`config.mk`:
```
export PLATFORM = sky130hd
export DESIGN_NAME = divider_8by4_seq
export DESIGN_NICKNAME = d
export VERILOG_FILES = /design/src/rtl/divider_8by4_seq_pkg.sv /design/src/rtl/divider_8by4_seq_div_step.sv /design/src/rtl/divider_8by4_seq.sv
export SDC_FILE = /design/constraint.sdc
export NUM_CORES = 1
export LEC_CHECK = 0
export CORE_AREA = 2 2 62 64
export DETAILED_ROUTE_END_ITERATION = 6
export DIE_AREA = 0 0 64 66
export PLACE_DENSITY = 0.74
export SLEW_MARGIN = 40
export SYNTH_ARGS = -nofsm -noshare
export SYNTH_HDL_FRONTEND = slang
export SYNTH_SLANG_ARGS = --single-unit
export TNS_END_PERCENT = 20
```
`constraint.sdc`:
```
create_clock -name clk -period 2.2 [get_ports clk]
set_input_delay 0.44 -clock clk [delete_from_list [all_inputs] [get_ports clk]]
set_output_delay 0.44 -clock clk [all_outputs]
set_load 0.01 [all_outputs]
```
`src/rtl/divider_8by4_seq_pkg.sv`:
```
`default_nettype none
// ============================================================================
// Package     : arith_pkg
// Description : Shared arithmetic datapath definitions. Holds the operand
//               widths, the sequential divider state encoding and the
//               divide-by-zero quotient code.
//               Contents:
//                 DW, VW         dividend/quotient and divisor/remainder widths
//                 state_e        2-bit divider control state {IDLE, RUN, DONE}
//                 DBZ_QUOTIENT   quotient reported for a zero divisor (all ones)
// Revision    : 1.0 - initial release
// ============================================================================
package arith_pkg;

  localparam int DW = 8;
  localparam int VW = 4;

  typedef enum logic [1:0] {
    IDLE = 2'd0,
    RUN  = 2'd1,
    DONE = 2'd2
  } state_e;

  localparam logic [DW-1:0] DBZ_QUOTIENT = '1;

endpackage
`default_nettype wire

```
`src/rtl/divider_8by4_seq_div_step.sv`:
```
`default_nettype none
// ============================================================================
// Module      : div_step
// Description : One restoring-division iteration, purely combinational.
//               Compares the shifted partial remainder against the divisor
//               and subtracts when it fits.
// Ports       : p_shift_i  [VW:0]   partial remainder after the left shift
//               divisor_i  [VW-1:0] divisor
//               p_next_o   [VW:0]   restored partial remainder
//               qbit_o              quotient bit produced by this iteration
// Revision    : 1.0 - initial release
// ============================================================================
module div_step #(
  parameter int VW = 4
) (
  input  logic [VW:0]   p_shift_i,
  input  logic [VW-1:0] divisor_i,
  output logic [VW:0]   p_next_o,
  output logic          qbit_o
);

  logic [VW:0] w_dvs_ext;
  logic [VW:0] w_diff;

  assign w_dvs_ext = {1'b0, divisor_i};
  assign w_diff    = p_shift_i - w_dvs_ext;

  always_comb begin
    qbit_o   = (p_shift_i >= w_dvs_ext);
    p_next_o = qbit_o ? w_diff : p_shift_i;
  end

endmodule
`default_nettype wire

```
`src/rtl/divider_8by4_seq.sv`:
```
`default_nettype none
// ============================================================================
// Module      : divider_8by4_seq
// Description : Sequential restoring divider, DW-bit dividend by VW-bit
//               divisor, one quotient bit per clock. Results appear 8 clocks
//               after the accepting edge and are held until the next
//               completion.
// Ports       : clk        rising-edge clock
//               rst        synchronous active-high reset
//               start      request, sampled only while ready=1
//               dividend   [DW-1:0] numerator, sampled on the accepting edge
//               divisor    [VW-1:0] denominator, sampled on the accepting edge
//               ready      a new start will be accepted (IDLE or DONE)
//               busy       iterations in progress
//               done       one-cycle completion pulse
//               dbz        latest result was a divide by zero
//               quotient   [DW-1:0] registered quotient
//               remainder  [VW-1:0] registered remainder
// Revision    : 1.0 - initial release
// ============================================================================
module divider_8by4_seq #(
  parameter int DW = arith_pkg::DW,
  parameter int VW = arith_pkg::VW
) (
  input  logic          clk,
  input  logic          rst,
  input  logic          start,
  input  logic [DW-1:0] dividend,
  input  logic [VW-1:0] divisor,
  output logic          ready,
  output logic          busy,
  output logic          done,
  output logic          dbz,
  output logic [DW-1:0] quotient,
  output logic [VW-1:0] remainder
);

  localparam int CW = (DW > 1) ? $clog2(DW) : 1;
  localparam logic [CW-1:0] C_LAST = CW'(DW - 1);

  arith_pkg::state_e state_q, state_d;

  logic [CW-1:0] count_q;
  logic [DW-1:0] dvd_q;     // dividend shift register, MSB feeds P
  logic [VW-1:0] dvs_q;
  logic [VW:0]   p_q;       // partial remainder, extra bit for the compare
  logic [DW-1:0] quo_q;     // quotient bits accumulate from the LSB
  logic          zero_q;    // divisor was zero at accept

  logic          w_accept;
  logic [VW:0]   w_p_shift;
  logic [VW:0]   w_p_next;
  logic          w_qbit;
  logic [DW-1:0] w_quo_next;

  assign w_accept   = start & ready;
  assign w_p_shift  = {p_q[VW-1:0], dvd_q[DW-1]};
  assign w_quo_next = {quo_q[DW-2:0], w_qbit};

  div_step #(.VW(VW)) u_step (
    .p_shift_i (w_p_shift),
    .divisor_i (dvs_q),
    .p_next_o  (w_p_next),
    .qbit_o    (w_qbit)
  );

  // State register
  always_ff @(posedge clk) begin
    if (rst) state_q <= arith_pkg::IDLE;
    else     state_q <= state_d;
  end

  // Next-state logic
  always_comb begin
    state_d = state_q;
    case (state_q)
      arith_pkg::IDLE: if (start) state_d = arith_pkg::RUN;
      arith_pkg::RUN:  if (count_q == C_LAST) state_d = arith_pkg::DONE;
      arith_pkg::DONE: state_d = start ? arith_pkg::RUN : arith_pkg::IDLE;
      default:         state_d = arith_pkg::IDLE;
    endcase
  end

  // Status outputs decoded from state
  always_comb begin
    ready = (state_q == arith_pkg::IDLE) || (state_q == arith_pkg::DONE);
    busy  = (state_q == arith_pkg::RUN);
    done  = (state_q == arith_pkg::DONE);
  end

  // Datapath and result registers
  always_ff @(posedge clk) begin
    if (rst) begin
      count_q   <= '0;
      dvd_q     <= '0;
      dvs_q     <= '0;
      p_q       <= '0;
      quo_q     <= '0;
      zero_q    <= 1'b0;
      quotient  <= '0;
      remainder <= '0;
      dbz       <= 1'b0;
    end else if (w_accept) begin
      dvd_q   <= dividend;
      dvs_q   <= divisor;
      p_q     <= '0;
      quo_q   <= '0;
      count_q <= '0;
      zero_q  <= (divisor == '0);
    end else if (state_q == arith_pkg::RUN) begin
      dvd_q   <= {dvd_q[DW-2:0], 1'b0};
      p_q     <= w_p_next;
      quo_q   <= w_quo_next;
      count_q <= count_q + 1'b1;
      if (count_q == C_LAST) begin
        // Restoration keeps P below the divisor, so its top bit is zero here.
        quotient  <= zero_q ? '1 : w_quo_next;
        remainder <= zero_q ? '0 : w_p_next[VW-1:0];
        dbz       <= zero_q;
      end
    end
  end

endmodule
`default_nettype wire

```
======== Yosys cells after proc, flatten, opt, wreduce, memory -nomap -nowiden ========
Cells that the tools add are included.
Widths: inputs -> output; s select.
storage, ports and cells
  bits of input ports ..................... 15
  output and inout bits ................... 16
  word-level logic and storage cells ...... 36
  flip-flop bits (word level) ............. 42
operators by class
  bitwise gates (word level) .............. 2
  $lt $le $gt $ge ......................... 1
  reductions and logical operators ........ 7
  $add $sub $neg .......................... 2
  eq/ne operators ......................... 5
  mux-type cells .......................... 9
operator list
  cell                 number
  $mux 8               3
  $mux 4               2
  $pmux 2 s3           1
  $ge 5x4->1           1
  $logic_not 4->1      1
  $mux 2               2
  $sub 4x4->4          1
  $add 3x1->3 const B  1
  $eq 3x3->1 const B   1
  $reduce_and 3->1     1
  $eq 2x1->1 const B   1
  $eq 2x2->1 const B   1
  $logic_not 2->1      1
  $ne 2x1->1 const B   1
  $ne 2x2->1 const B   1
  $reduce_and 2->1     1
  $reduce_bool 2->1    1
  $reduce_or 2->1      1
  $and 1x1->1          1
  $logic_or 1x1->1     1
  $mux 1               1
  $not 1->1            1

======== Longest topological paths before layout ========
  depth after elaboration ................. 5
  mapped depth ............................ 8
  gate-level depth less buffers ........... 7

======== Cells and area by module ========
From an unflattened synthesis, not the netlist that was laid out.
second synthesis, totals
  cells, all modules ...................... 227
  area, all modules ....................... 1846.8 um2
by module, submodules not included
  module            cells an instance  area an instance (um2)  sequential area each (um2)  times used
  divider_8by4_seq  192                1599.0                  840.8                       1
  div_step          35                 247.7                   0.0                         1

======== Worst setup path after synthesis ========
Ideal clock, no wire load.
  path type ............................... reg2reg
  start ................................... register dvd_q[7]
  end ..................................... register p_q[1]
  path buffers ............................ 0
  arrival time ............................ 1.701 ns
  slack ................................... 0.414 ns
  clock period less this slack ............ 1.786 ns
  cell stages (with the launch flop) ...... 8
  cells stage by stage .................... dfxtp_1 > inv_1 > ha_1 > nand2b_1 > a2111o_1 > and2_4 > mux2i_1 > a211oi_1
on the way
  longest elaborated chain between the ends .. 2
ends and longest elaborated chain
  item                                              line                                                              source
  start, declared                                   divider_8by4_seq.sv:44                                            logic [DW-1:0] dvd_q;
  start signal, assigned                            divider_8by4_seq.sv:104                                           dvd_q <= dividend;
  start signal, assigned                            divider_8by4_seq.sv:111                                           dvd_q <= {dvd_q[DW-2:0], 1'b0};
  $sub 4x4->4 / $ge 5x4->1 (equally long branches)  divider_8by4_seq_div_step.sv:26, divider_8by4_seq_div_step.sv:29
  $mux 4 *                                          divider_8by4_seq_div_step.sv:30                                   p_next_o = qbit_o ? w_diff : p_shift_i;
  end signal, assigned                              divider_8by4_seq.sv:112                                           p_q <= w_p_next;
  end, declared                                     divider_8by4_seq.sv:46                                            logic [VW:0] p_q;
Every way passes the cells marked *; elsewhere a longest branch is shown, timed or not.
A chain may end at the register's enable or synchronous reset.

======== Final worst setup path ========
  start ................................... register state_q[1]
  end ..................................... output port busy
on the way
  longest elaborated chain between the ends .. 1
ends and longest elaborated chain
  item                    line                    source
  start, declared         divider_8by4_seq.sv:41  arith_pkg::state_e state_q, state_d;
  start signal, assigned  divider_8by4_seq.sv:69  if (rst) state_q <= arith_pkg::IDLE;
  start signal, assigned  divider_8by4_seq.sv:70  else state_q <= state_d;
  $eq 2x1->1              divider_8by4_seq.sv:87  busy = (state_q == arith_pkg::RUN);
  end, declared           divider_8by4_seq.sv:31  output logic busy,
No other way between the ends.

==> summary.txt <==
Run status
  • Status: complete, no violations

STA
  • Slew Viols, Final: 0
  • Setup TNS: 0 ns
  • Fmax: just under 500 MHz
  • Final Setup Violations: 0
  • Final min period: around 2.1 ns
  • Worst Skew: 0.00182 ns
  • Least-Margin Pin Slew: around 0.50 ns
  • RSZ-0062 raised after global routing: no
  • Final period util: 0.932
  • Final-report hold violation count: 0
  • Slew headroom: 0.666

Clock network
  • Root Buffer: clkbuf_4
  • Post-CTS sizing: 0
  • Clk_lat worst skew: approximately 0.35 ns
  • Setup Buffers After CTS: 0
  • CTS buffer count: 5
  • CTS clk-pin slew, worst paths: about 0.12 ns
  • # H-tree levels: 2
  • Worst-case clock buffer depth: 2
  • CTS Sinks: 42
  • CTS tree: built
  • Number of hold buffers added after CTS: 0

Floorplan
  • Die area: approximately 4200 µm²
  • Top-level I/O count: 31
  • Starting Density: 0.498
  • Die height: around 66 µm
  • Core area: 3550 µm²
  • Die width: about 64 µm
  • Row Count: 22

Synthesis
  • Share of the synthesized area in the top cell type: 0.476
  • Post-synthesis mux area share: 0.0170
  • Yosys warnings: 0
  • Synth Area in Adders: 0.0538
  • Syn_nets: 240
  • Post-synthesis compound-gate area fraction: 0.125
  • Most numerous cell in the Yosys netlist: nand2_1
  • Area of the mapped netlist: between 1500 and 2000 µm²
  • Synth area leader: dfxtp_1
  • XOR/XNOR share of the synthesized area: 0.0149
  • Mapped Cells: roughly 220
  • Post-synth EDFFs: 0
  • Avg Inst Size Synth: 8.11 µm²
  • Simple-Gate Fraction of Synth Area: 0.265
  • Ys async rst share: 0
  • Commonest cells post-synth: nand2_1, dfxtp_1, nor2_1, nor3_1, a21oi_1
  • Seq/Total Area, Yosys: 0.476
  • Dominant synthesized flop cell: dfxtp_1
  • Top cells by area, synth: dfxtp_1, nand2_1, nor3_1, nor2_1, a21oi_1
  • Combinational family with the most area after synthesis: simple AND/OR/NAND/NOR gates
  • Distinct cells, synth: 34
  • Register bit total from synthesis: 42

Worst setup path
  • Crit path max fanout: 16
  • Launching point of the worst reg2reg path: dvd_q[7]
  • Flop2flop setup slack: between 0.2 and 0.25 ns
  • Data required time of the critical path: between 1.5 and 2 ns
  • R2R depth: 7
  • Worst r2r dst: p_q[0]
  • Crit path DAT: about 1.6 ns
  • Worst setup EP type: output pin
  • Critical Path Source Type: flip-flop
  • WS Path Type: reg -> out

Placement
  • Dpl hpwl: 2.61 mm
  • Port buffer count: 30
  • Post-DP Area: roughly 2100 µm²
  • GP Congestion: between 0.8 and 0.9

Power and ir drop
  • Maximum VDD drop: roughly 510 µV
  • Pwr/cell area: 702 nW/µm²
  • LEAKAGE: between 0.8 and 0.9 nW

Route
  • TritonRoute pass-1 iters: 4
  • Drt total wl: about 3.6 mm
  • Iter 0 DRT Violations: 86
  • DRC errors left: 0
  • Routed WL per cell: 12.2 µm
  • Antenna-violating nets left: 0
  • Via density per instance: approximately 5.3
  • Via count: 1583

Min path
  • Hold worst-path end: remainder[3]
  • Hold Path Stages: 2
  • HP Start: remainder[3]
  • Worst Hold Class: reg -> reg

Global routing
  • Total GRT Usage: 0.194
  • Global route overflow: 0
  • First-pass GRT wire length: around 6.3 mm
  • Initial antenna violation count: 0
  • Largest net degree at the start of global routing: 19
  • Vias in the first global route: ~1.4k

Run
  • Max-cap viol count: 0

Finish
  • Fillers: roughly 320
  • Ant. Diodes: 0
  • Final nets: 271
  • Area grow syn2layout: 24.8%
  • Layout cells sized above 1: 0.0800
  • Post-route cell area: ~2200 µm²
layout by cell type (no fill, tap or decap), drive strengths merged, types with 3 or more instances in the layout:
master and count:
nand2 48, or2 3, clkdlybuf4s50 30, o21ai 5
inv 7, nor3 21, nor2 23, a211oi 3
dfxtp 42, ha 6, mux2i 3, a21oi 15
o22ai 4, clkbuf 5, buf 8, a311oi 5
cell families after synthesis:
kind of cell | Yosys count
AOI/OAI and AO/OA | 35
buffers and inverters | 21
adders and majority gates | 7
DFF | 42
muxes | 3
xor gates and xnor gates | 3
and+or+nand+nor | 107
worst max path at each step:
stage,start,to,cells after the start
2_1_floorplan,dvd_q[7],p_q[1],7
3_3_place_gp,dvd_q[7],p_q[0],7
3_5_place_dp,dvd_q[7],p_q[0],7
4_1_cts,state_q[1],busy,3
5_1_grt,state_q[0],busy,3
6_report,state_q[1],busy,3
layer usage:
metal  share of wire  global-route usage  routed length, µm
met3           0.050              0.0511                181
met4           0.021              0.0951                 77
met2            0.47               0.318               1720
met5               0                   0                  0
met1            0.46               0.236               1650
power by group:
part,leakage (nW),switching (mW),total (mW),internal [mW]
Clock,0.0450,0.251,0.486,0.235
Sequential,0.342,0.0192,0.808,0.789
Combinational,0.436,0.138,0.254,0.116
Total,0.822,0.408,1.55,1.14
registers in the layout, summed over array words and instances (netlist names):
signal     cells
count_q        3
dbz            1
dvd_q          8
dvs_q          4
p_q            4
quo_q          7
quotient       8
remainder      4
state_q        2
zero_q         1
final cells by class:
| cell class | instances | area, µm² | area share |
|---|---|---|---|
| timing repair buffer | 38 | 360 | 0.163 |
| sequential | 42 | 841 | 0.381 |
| clock buffer | 5 | 37.5 | 0.0170 |
| clock inverter | 3 | 40.0 | 0.0181 |
| inverter | 7 | 28.8 | 0.0130 |
| tap | 48 | 60.1 | 0.0272 |
| multi-input combinational | 155 | 840 | 0.380 |
metrics by stage:
stage               setup slack, ns  instances  hold WS, ns  power [mW]   util
global route                 0.0641        298        0.488        1.63  0.622
global placement              0.357        290        0.436        1.07  0.599
floorplan                     0.414        218        0.436       0.998      -
CTS                          0.0750        298        0.466        1.56  0.621
finish                        0.149        298        0.462        1.55  0.622
detailed placement            0.290        290        0.443        1.07  0.599
critical path: stages (launching register included):
cell and delay [ns]:
dfxtp_1 0.34, nand2b_1 0.19, inv_4 0.17, clkdlybuf4s50_1 0.56
No activity file was read; power rests on OpenSTA's default activity.
